<file path="config.mk">
export PLATFORM = sky130hd
export DESIGN_NAME = num_combiner
export DESIGN_NICKNAME = d
export VERILOG_FILES = /design/src/rtl/num_combiner.sv
export SDC_FILE = /design/constraint.sdc
export NUM_CORES = 1
export LEC_CHECK = 0
export CAP_MARGIN = 20
export CORE_UTILIZATION = 49
export DETAILED_ROUTE_END_ITERATION = 6
export MAX_ROUTING_LAYER = met4
export PLACE_DENSITY = 0.77
export SKIP_LAST_GASP = 1
export SYNTH_ARGS = -nofsm -noshare
export SYNTH_HDL_FRONTEND = slang
export SYNTH_SLANG_ARGS = --single-unit
</file>
<file path="constraint.sdc">
create_clock -name clk -period 2 [get_ports clk]
set_input_delay 0.2 -clock clk [delete_from_list [all_inputs] [get_ports clk]]
set_output_delay 0.2 -clock clk [all_outputs]
set_load 0.01 [all_outputs]
</file>
<file path="src/rtl/num_combiner.sv">
// num_combiner: sequential BCD-to-binary combiner.
// Rebuilds tens*10 + ones by seeding the accumulator with the ones digit and
// adding 10 once per cycle while the captured tens count runs down to zero.
// Results above MAX, or requests with a non-BCD digit, report err with num=0.
//
// Handshake: start is a request strobe that is accepted only when the block
// is idle (busy=0) at a rising clock edge; requests seen while busy are
// dropped, never queued. Each accepted request produces exactly one
// single-cycle done pulse, and num/err change only on that pulse.
module num_combiner #(
  parameter int MAX = 59
) (
  input  logic       clk,
  input  logic       rstn,
  input  logic       start,
  input  logic [3:0] ten_in,
  input  logic [3:0] one_in,
  output logic       busy,
  output logic       done,
  output logic       err,
  output logic [6:0] num,
  output logic       dbg_state
);

  typedef enum logic {
    S_IDLE = 1'b0,
    S_CONV = 1'b1
  } state_t;

  localparam logic [6:0] MAX7 = 7'(MAX);

  state_t     state;
  state_t     state_nxt;
  logic [6:0] acc;
  logic [3:0] cnt;
  logic       digits_ok;
  logic       accept;

  assign digits_ok = (ten_in <= 4'd9) && (one_in <= 4'd9);
  assign accept    = (state == S_IDLE) && start;

  // State register; reset always returns to idle so an aborted request is dropped.
  always_ff @(posedge clk or negedge rstn) begin
    if (!rstn) begin
      state <= S_IDLE;
    end else begin
      state <= state_nxt;
    end
  end

  // Next-state: enter CONV on a valid request, leave once the tens count is exhausted.
  always_comb begin
    state_nxt = state;
    case (state)
      S_IDLE: if (start && digits_ok) state_nxt = S_CONV;
      S_CONV: if (cnt == 4'd0)        state_nxt = S_IDLE;
      default:                        state_nxt = S_IDLE;
    endcase
  end

  // Outputs decoded from state: busy covers every CONV cycle.
  always_comb begin
    busy      = (state == S_CONV);
    dbg_state = state;
  end

  // Datapath: capture digits, accumulate tens, publish result with a done pulse.
  always_ff @(posedge clk or negedge rstn) begin
    if (!rstn) begin
      acc  <= 7'd0;
      cnt  <= 4'd0;
      done <= 1'b0;
      err  <= 1'b0;
      num  <= 7'd0;
    end else begin
      done <= 1'b0;
      if (accept) begin
        if (digits_ok) begin
          acc <= {3'b000, one_in};
          cnt <= ten_in;
        end else begin
          num  <= 7'd0;
          err  <= 1'b1;
          done <= 1'b1;
        end
      end else if (state == S_CONV) begin
        if (cnt != 4'd0) begin
          // acc never exceeds 99 here, so 7 bits cannot overflow.
          acc <= acc + 7'd10;
          cnt <= cnt - 4'd1;
        end else begin
          done <= 1'b1;
          if (acc <= MAX7) begin
            num <= acc;
            err <= 1'b0;
          end else begin
            num <= 7'd0;
            err <= 1'b1;
          end
        end
      end
    end
  end

endmodule

</file>
* Yosys cells after proc, flatten, opt, wreduce, memory -nomap -nowiden *
Cells that the tools add are included.

storage, ports and cells
  register bits = 21
  input port bits = 11
  logic and storage cells = 49

cells by class
  add/subtract/negate cells = 2
  magnitude comparators = 3
  eq/ne operators = 3
  mux-type cells = 25
  bitwise gates (word level) = 1
  reduce and logical (&&, ||, !) cells = 9

operators with widths
  kind                 number
  $mux 7               9
  $mux 4               4
  $mux 1               11
  $le 4x4->1 const B   2
  $add 7x4->7 const B  1
  $le 7x6->1 const B   1
  $ne 2x2->1 const B   3
  $reduce_and 3->1     2
  $logic_not 4->1      1
  $reduce_bool 2->1    2
  $reduce_bool 4->1    1
  $sub 4x1->4 const B  1
  $logic_and 1x1->1    3
  $pmux 1 s2           1
  $not 1->1            1

* Logic depth before layout (Yosys ltp) *
Gate-level depths: netlist of run 1.

  depth in word-level cells = 5
  mapped depth = 8
  mapped depth without buffers = 6

* Least setup slack after synthesis of run 1 *
No wires, ideal clock.

  path type = register -> register
  start point = register cnt[0]
  end point = register cnt[3]
  data arrival time = 1.597 ns
  data required time = 1.877 ns
  path slack = 0.280 ns
  stages on the path, launching flop included = 9
  buffers on the path = 2
  cell sequence = dfrtp_1 > inv_1 > ha_1 > or3b_1 > buf_2 > a32o_2 > buf_6 > a21oi_1 > a21oi_1

on the way
  word-level cells in the longest chain between the ends = 4

ends and longest elaborated chain
  what                      line  source
  start: declaration        35    logic [3:0] cnt;
  start signal: assignment  80    cnt <= ten_in;
  start signal: assignment  90    cnt <= cnt - 4'd1;
  $sub 4x1->4               90
  $mux 4                    87    if (cnt != 4'd0) begin
  $mux 4                    86    end else if (state == S_CONV) begin
  $mux 4                    77    if (accept) begin

Several ways; a longest one is shown, not always the timed one. The select of a mux whose other input is x is not followed.
A chain may end at the register's enable or synchronous reset.

* Final worst setup path of run 1 *
  start point = register cnt[0]
  end point = register cnt[0]

The elaborated chain is that of the path after synthesis.

==> qor.yml, run 1 <==
status: "finished, final reports clean"
io_pins: 22
synth_cell_types: 29
cp.buffers_inverters: 1
drt_iter0_markers: 14
crit_required_ns: 2.20
min_period_ns: 1.89
drc_errors: 0
place_area_mm2: 0.00126
p_seq_share_pct: 43.7
ys_warn_count: 0
wl_per_cell_um: 13.0
grt_pass1_wl_mm: 3.11
cp-start-kind: "flop"
antenna_left: 0
cts_resized: 0
cts_root_buf: "clkbuf_4"
synth-seq-cells: 21
synthArstFlopShare_pct: 100
area_delta_synth_final_pct: 25.8
initial_core_util_pct: 52.4
dp_hpwl_mm: 1.47
clkPwrFrac_pct: 11.3
post_cts_buffers: 0
layout_setup_ws_ns: 0.115
p_sw_mw: 0.720
slew-limit-headroom_pct: 73.2
drv_cap: 0
yosysTopAreaCell: "dfrtp_1"
p_comb_share_pct: 44.9
cts-hold-fix-buffers: 0
port_buffers: 21
rows: 16
synth_edf_count: 0
period_share_pct: 94.3
critPathTopFamily: "compound AO/OA/AOI/OAI gates"
worst_pin_slew_ns: 0.399
vias: 821
grt_usage_pct: 21.0
vias_per_cell: 5.44
diodes: 0
die-area_mm2: 0.00229
setup_tns_ns: 0
vdd.ir_drop.worst_mv: 0.709
finalMaxSlewViolations: 0
setup_viol_count_final: 0
finalHoldViolations: 0
hp-class: "primary input to async pin"
die_h_um: 47.8
gp_congestion: 0.781
grt_pass1_vias: 742
syn_area_per_cell_um2: 10.2
synth_area_leaders: "dfrtp_1, a22o_1, a21oi_1"
drive_above_1_share_pct: 8.87
grt_overflow: 0
place_ws_ns: 0.141
p_leak_nw: 0.595
path_cells: "inv_1, ha_1, or3b_1, a32o_2, o21ai_0, a21oi_1"
p_sw_share_pct: 39.6
grt_setup_unrepaired: "false"
crit_arrival_ns: 2.08
synthesis.area_mm2: 0.00103
design.core.area_mm2: 0.00196
numClockSinks: 21
cts_tree: "done"
synth_top_flop_cell: "dfrtp_1"
max_freq_mhz: 530
post-route-util_pct: 65.9
final_area_mm2: 0.00129
antenna_found_initial: 0
holdWs_ns: 0.215
critPathMaxStageDelay_ns: 0.48
fp.dieW_um: 47.8
dp.cells: 147
grt_max_degree: 22
power_mw: 1.82
drt_pass1_iterations: 4
synth_top_cell_area_share_pct: 51.1
final_cells: 151
synth_cells: 101
p_per_area_mw_per_mm2: 1410
most-common-layout-cells: "dfrtp_1, clkdlybuf4s50_1, a21oi_1"
htreeDepth: 1
cp-end-kind: "flop"
final.setup_skew_ns: 0.0171
intPower_mw: 1.10
crit_slowest_cell: "or3b_1"
critPathMaxFanout: 15
path_clk_slew_ns: 0.13
clk_path_buf_depth: 2
worstSkewPairLatency_ns: 0.31
seq_area_frac_synth_pct: 51.1
nets: 140
syn-num-nets: 116
numCtsBuffers: 3
path_class: "flop to flop"
wl_mm: 1.96
==> flip-flops by register name, indices dropped and copies added, names as in the netlist <==
register and flops:
acc 7, busy 1, cnt 4, done 1
err 1, num 7
==> Yosys cell counts, types with 2 or more instances <==
| library cell | number |
|---|---|
| nand3_1 | 5 |
| a21oi_1 | 10 |
| ha_1 | 4 |
| o31ai_1 | 2 |
| a22o_1 | 7 |
| inv_1 | 6 |
| nor2_1 | 8 |
| o21ai_0 | 7 |
| xor2_1 | 2 |
| dfrtp_1 | 21 |
| nand2b_1 | 2 |
| clkbuf_1 | 2 |
| nand2_1 | 9 |
==> layout make-up <==
class | instances | area [um2]
flip-flops and latches | 21 | 526
inverters | 6 | 22.5
well taps | 27 | 33.8
clock buffers | 3 | 22.5
fillers | 180 | 668
repair buffers | 24 | 233
clock inverters | 1 | 7.51
multi-input cells | 69 | 449
==> path summary, 6_finish.rpt <==
kind                                     from                  to  slack, ns  cells after the start
max                        cnt[0]$_DFFE_PN0P_  cnt[0]$_DFFE_PN0P_       0.11                      6
min                                      rstn      done$_DFF_PN0_       0.22                      2
max reg2reg                cnt[0]$_DFFE_PN0P_  cnt[0]$_DFFE_PN0P_       0.11                      6
min reg2reg                num[1]$_DFFE_PN0P_  num[1]$_DFFE_PN0P_       0.52                      1
max in group asynchronous                rstn  acc[4]$_DFFE_PN0P_       1.55                      2
min in group clk                    ten_in[0]  cnt[0]$_DFFE_PN0P_       0.48                      3
==> cells by family (layout without fill, tap and decap cells) <==
group / Yosys count / count (layout) / share of synthesized area [%]
AND/OR/NAND/NOR: 30 / 30 / 15.3
flip-flops: 21 / 21 / 51.1
XOR/XNOR: 2 / 2 / 1.70
buffers and inverters: 11 / 34 / 5.23
AO/OA/AOI/OAI: 32 / 32 / 20.7
multiplexers: 1 / 1 / 1.09
adder cells (fa/ha/maj): 4 / 4 / 4.87
==> routing by layer <==
layer / track usage (%) / part of all wire [%] / vias up / wire length [um]
li1: - / - / 405 / -
met1: 25.9 / 45 / 391 / 890
met2: 33.8 / 50 / 20 / 970
met3: 3.40 / 3.3 / 5 / 64
met4: 8.89 / 1.6 / 0 / 31
met5: - / 0 / - / 0
==> power by group through the flow <==
stage	combinational (mW)	clock, mW	sequential (mW)
floorplan	0.557	0	0.772
global placement	0.791	0	0.792
detailed placement	0.823	0	0.802
CTS	0.827	0.218	0.793
global route	0.925	0.237	0.820
finish	0.817	0.206	0.795
Note: power is estimated with default switching activity, not from simulation.
==> run 2: changes to the inputs <==
--- a/config.mk
+++ b/config.mk
@@ -6,10 +6,10 @@
 export NUM_CORES = 1
 export LEC_CHECK = 0
 export CAP_MARGIN = 20
-export CORE_UTILIZATION = 49
+export CORE_UTILIZATION = 53
 export DETAILED_ROUTE_END_ITERATION = 6
 export MAX_ROUTING_LAYER = met4
-export PLACE_DENSITY = 0.77
+export PLACE_DENSITY = 0.83
 export SKIP_LAST_GASP = 1
 export SYNTH_ARGS = -nofsm -noshare
 export SYNTH_HDL_FRONTEND = slang
==> constraint.sdc (replaced) <==
create_clock -name clk -period 2.45 [get_ports clk]
set_input_delay 0.245 -clock clk [delete_from_list [all_inputs] [get_ports clk]]
set_output_delay 0.245 -clock clk [all_outputs]
set_load 0.01 [all_outputs]
==> run 2 against run 1 <==
Compared with the run above: sequential power down 19%; global-route usage rose by 2.5 points; sequential share of layout area increased by 0.68 points; largest cell class unchanged; maximum frequency grew 0.75%; final area fell by 1.6%; largest power group unchanged; critical path type unchanged; die area is 7.2% lower.
==> qor.yml, run 2 (synthesis gave the netlist of run 1 again) <==
vias_per_cell: 5.50
area_delta_synth_final_pct: 23.7
drc_errors: 0
cts_root_buf: "clkbuf_4"
drt_pass1_iterations: 4
cts_resized: 0
htreeDepth: 1
fillers: 150
vias: 808
cp-start-kind: "flop"
port_buffers: 21
max_freq_mhz: 534
finalMaxSlewViolations: 0
drt_iter0_markers: 13
path_class: "flop to flop"
power_mw: 1.47
drive_above_1_share_pct: 6.56
finalHoldViolations: 0
holdWs_ns: 0.259
diodes: 0
crit_required_ns: 2.63
grt_pass1_vias: 742
reg_top3: "acc x7, num x7, cnt x4"
wl_mm: 1.99
dp_hpwl_mm: 1.49
post_cts_buffers: 0
grt_pass1_wl_mm: 3.32
antenna_found_initial: 0
numClockSinks: 21
fp.dieW_um: 46.1
period_share_pct: 76.4
antenna_left: 0
min_period_ns: 1.87
grt_max_degree: 22
vdd.ir_drop.worst_mv: 0.703
initial_core_util_pct: 58.3
cts-hold-fix-buffers: 0
setup_tns_ns: 0
clk_path_buf_depth: 2
grt_setup_unrepaired: "false"
most-common-layout-cells: "dfrtp_1, clkdlybuf4s50_1, a21oi_1"
grt_overflow: 0
critPathMaxFanout: 15
nets: 138
final.setup_skew_ns: 0.00725
io_pins: 22
cp-end-kind: "flop"
cts_tree: "done"
slew-limit-headroom_pct: 68.8
p_leak_nw: 0.586
worst_pin_slew_ns: 0.467
status: "finished, final reports clean"
die_h_um: 46.1
place_ws_ns: 0.609
post-route-util_pct: 72.1
p_per_area_mw_per_mm2: 1160
die-area_mm2: 0.00212
gp_congestion: 0.846
layout_setup_ws_ns: 0.579
setup_viol_count_final: 0
worstSkewPairLatency_ns: 0.30
wl_per_cell_um: 13.5
numCtsBuffers: 3
path_clk_slew_ns: 0.11
rows: 15
hp-class: "primary input to async pin"
grt_usage_pct: 23.5
crit_arrival_ns: 2.05
drv_cap: 0
design.core.area_mm2: 0.00176
[run 2: changes by cell type in the layout (fill, tap and decap cells not counted), sizes merged]
cell      delta
buf          -2
clkbuf       +1
clkinvlp     -1
[run 2: per-layer routing]
metal | track usage, % | part of all wire, % | vias to the layer above
li1 | - | - | 398
met1 | 29.3 | 45 | 377
met2 | 37.7 | 49 | 24
met3 | 3.53 | 3.8 | 9
met4 | 10.0 | 2.3 | 0
met5 | - | 0 | -
[run 2: path summary, 6_finish.rpt]
check | startpoint | endpoint | slack, ns | cells past startpoint
max | cnt[0]$_DFFE_PN0P_ | cnt[0]$_DFFE_PN0P_ | 0.58 | 6
min | rstn | done$_DFF_PN0_ | 0.26 | 2
max reg2reg | cnt[0]$_DFFE_PN0P_ | cnt[0]$_DFFE_PN0P_ | 0.58 | 6
min reg2reg | num[6]$_DFFE_PN0P_ | num[6]$_DFFE_PN0P_ | 0.50 | 1
max in group asynchronous | rstn | cnt[0]$_DFFE_PN0P_ | 1.98 | 2
min in group clk | num[6]$_DFFE_PN0P_ | num[6]$_DFFE_PN0P_ | 0.50 | 1
[run 2: area by class of cell]
class	count	area, um2	area share (%)
clock buffers	4	26.3	2.06
inverters	6	22.5	1.77
multi-input cells	69	449	35.3
flip-flops and latches	21	526	41.3
well taps	25	31.3	2.46
repair buffers	22	218	17.1
[run 2: where the power goes]
group	switching, mW	internal (mW)
clock	0.0976	0.0634
combinational	0.333	0.330
sequential	0.153	0.494
[run 2: worst max-delay path, cell delays in order (launching register included)]
cell     delay, ns
dfrtp_1       0.42
inv_1         0.09
ha_1          0.13
or3b_1        0.48
a32o_2        0.37
o21ai_0       0.20
a21oi_1       0.06
[run 2: stage by stage]
| stage | cell area [um2] | cells |
|---|---|---|
| 3_3_place_gp | 1250 | 143 |
| 2_1_floorplan | 1030 | 101 |
| 5_1_grt | 1270 | 147 |
| 4_1_cts | 1270 | 147 |
| 3_5_place_dp | 1250 | 143 |
| 6_report | 1270 | 147 |
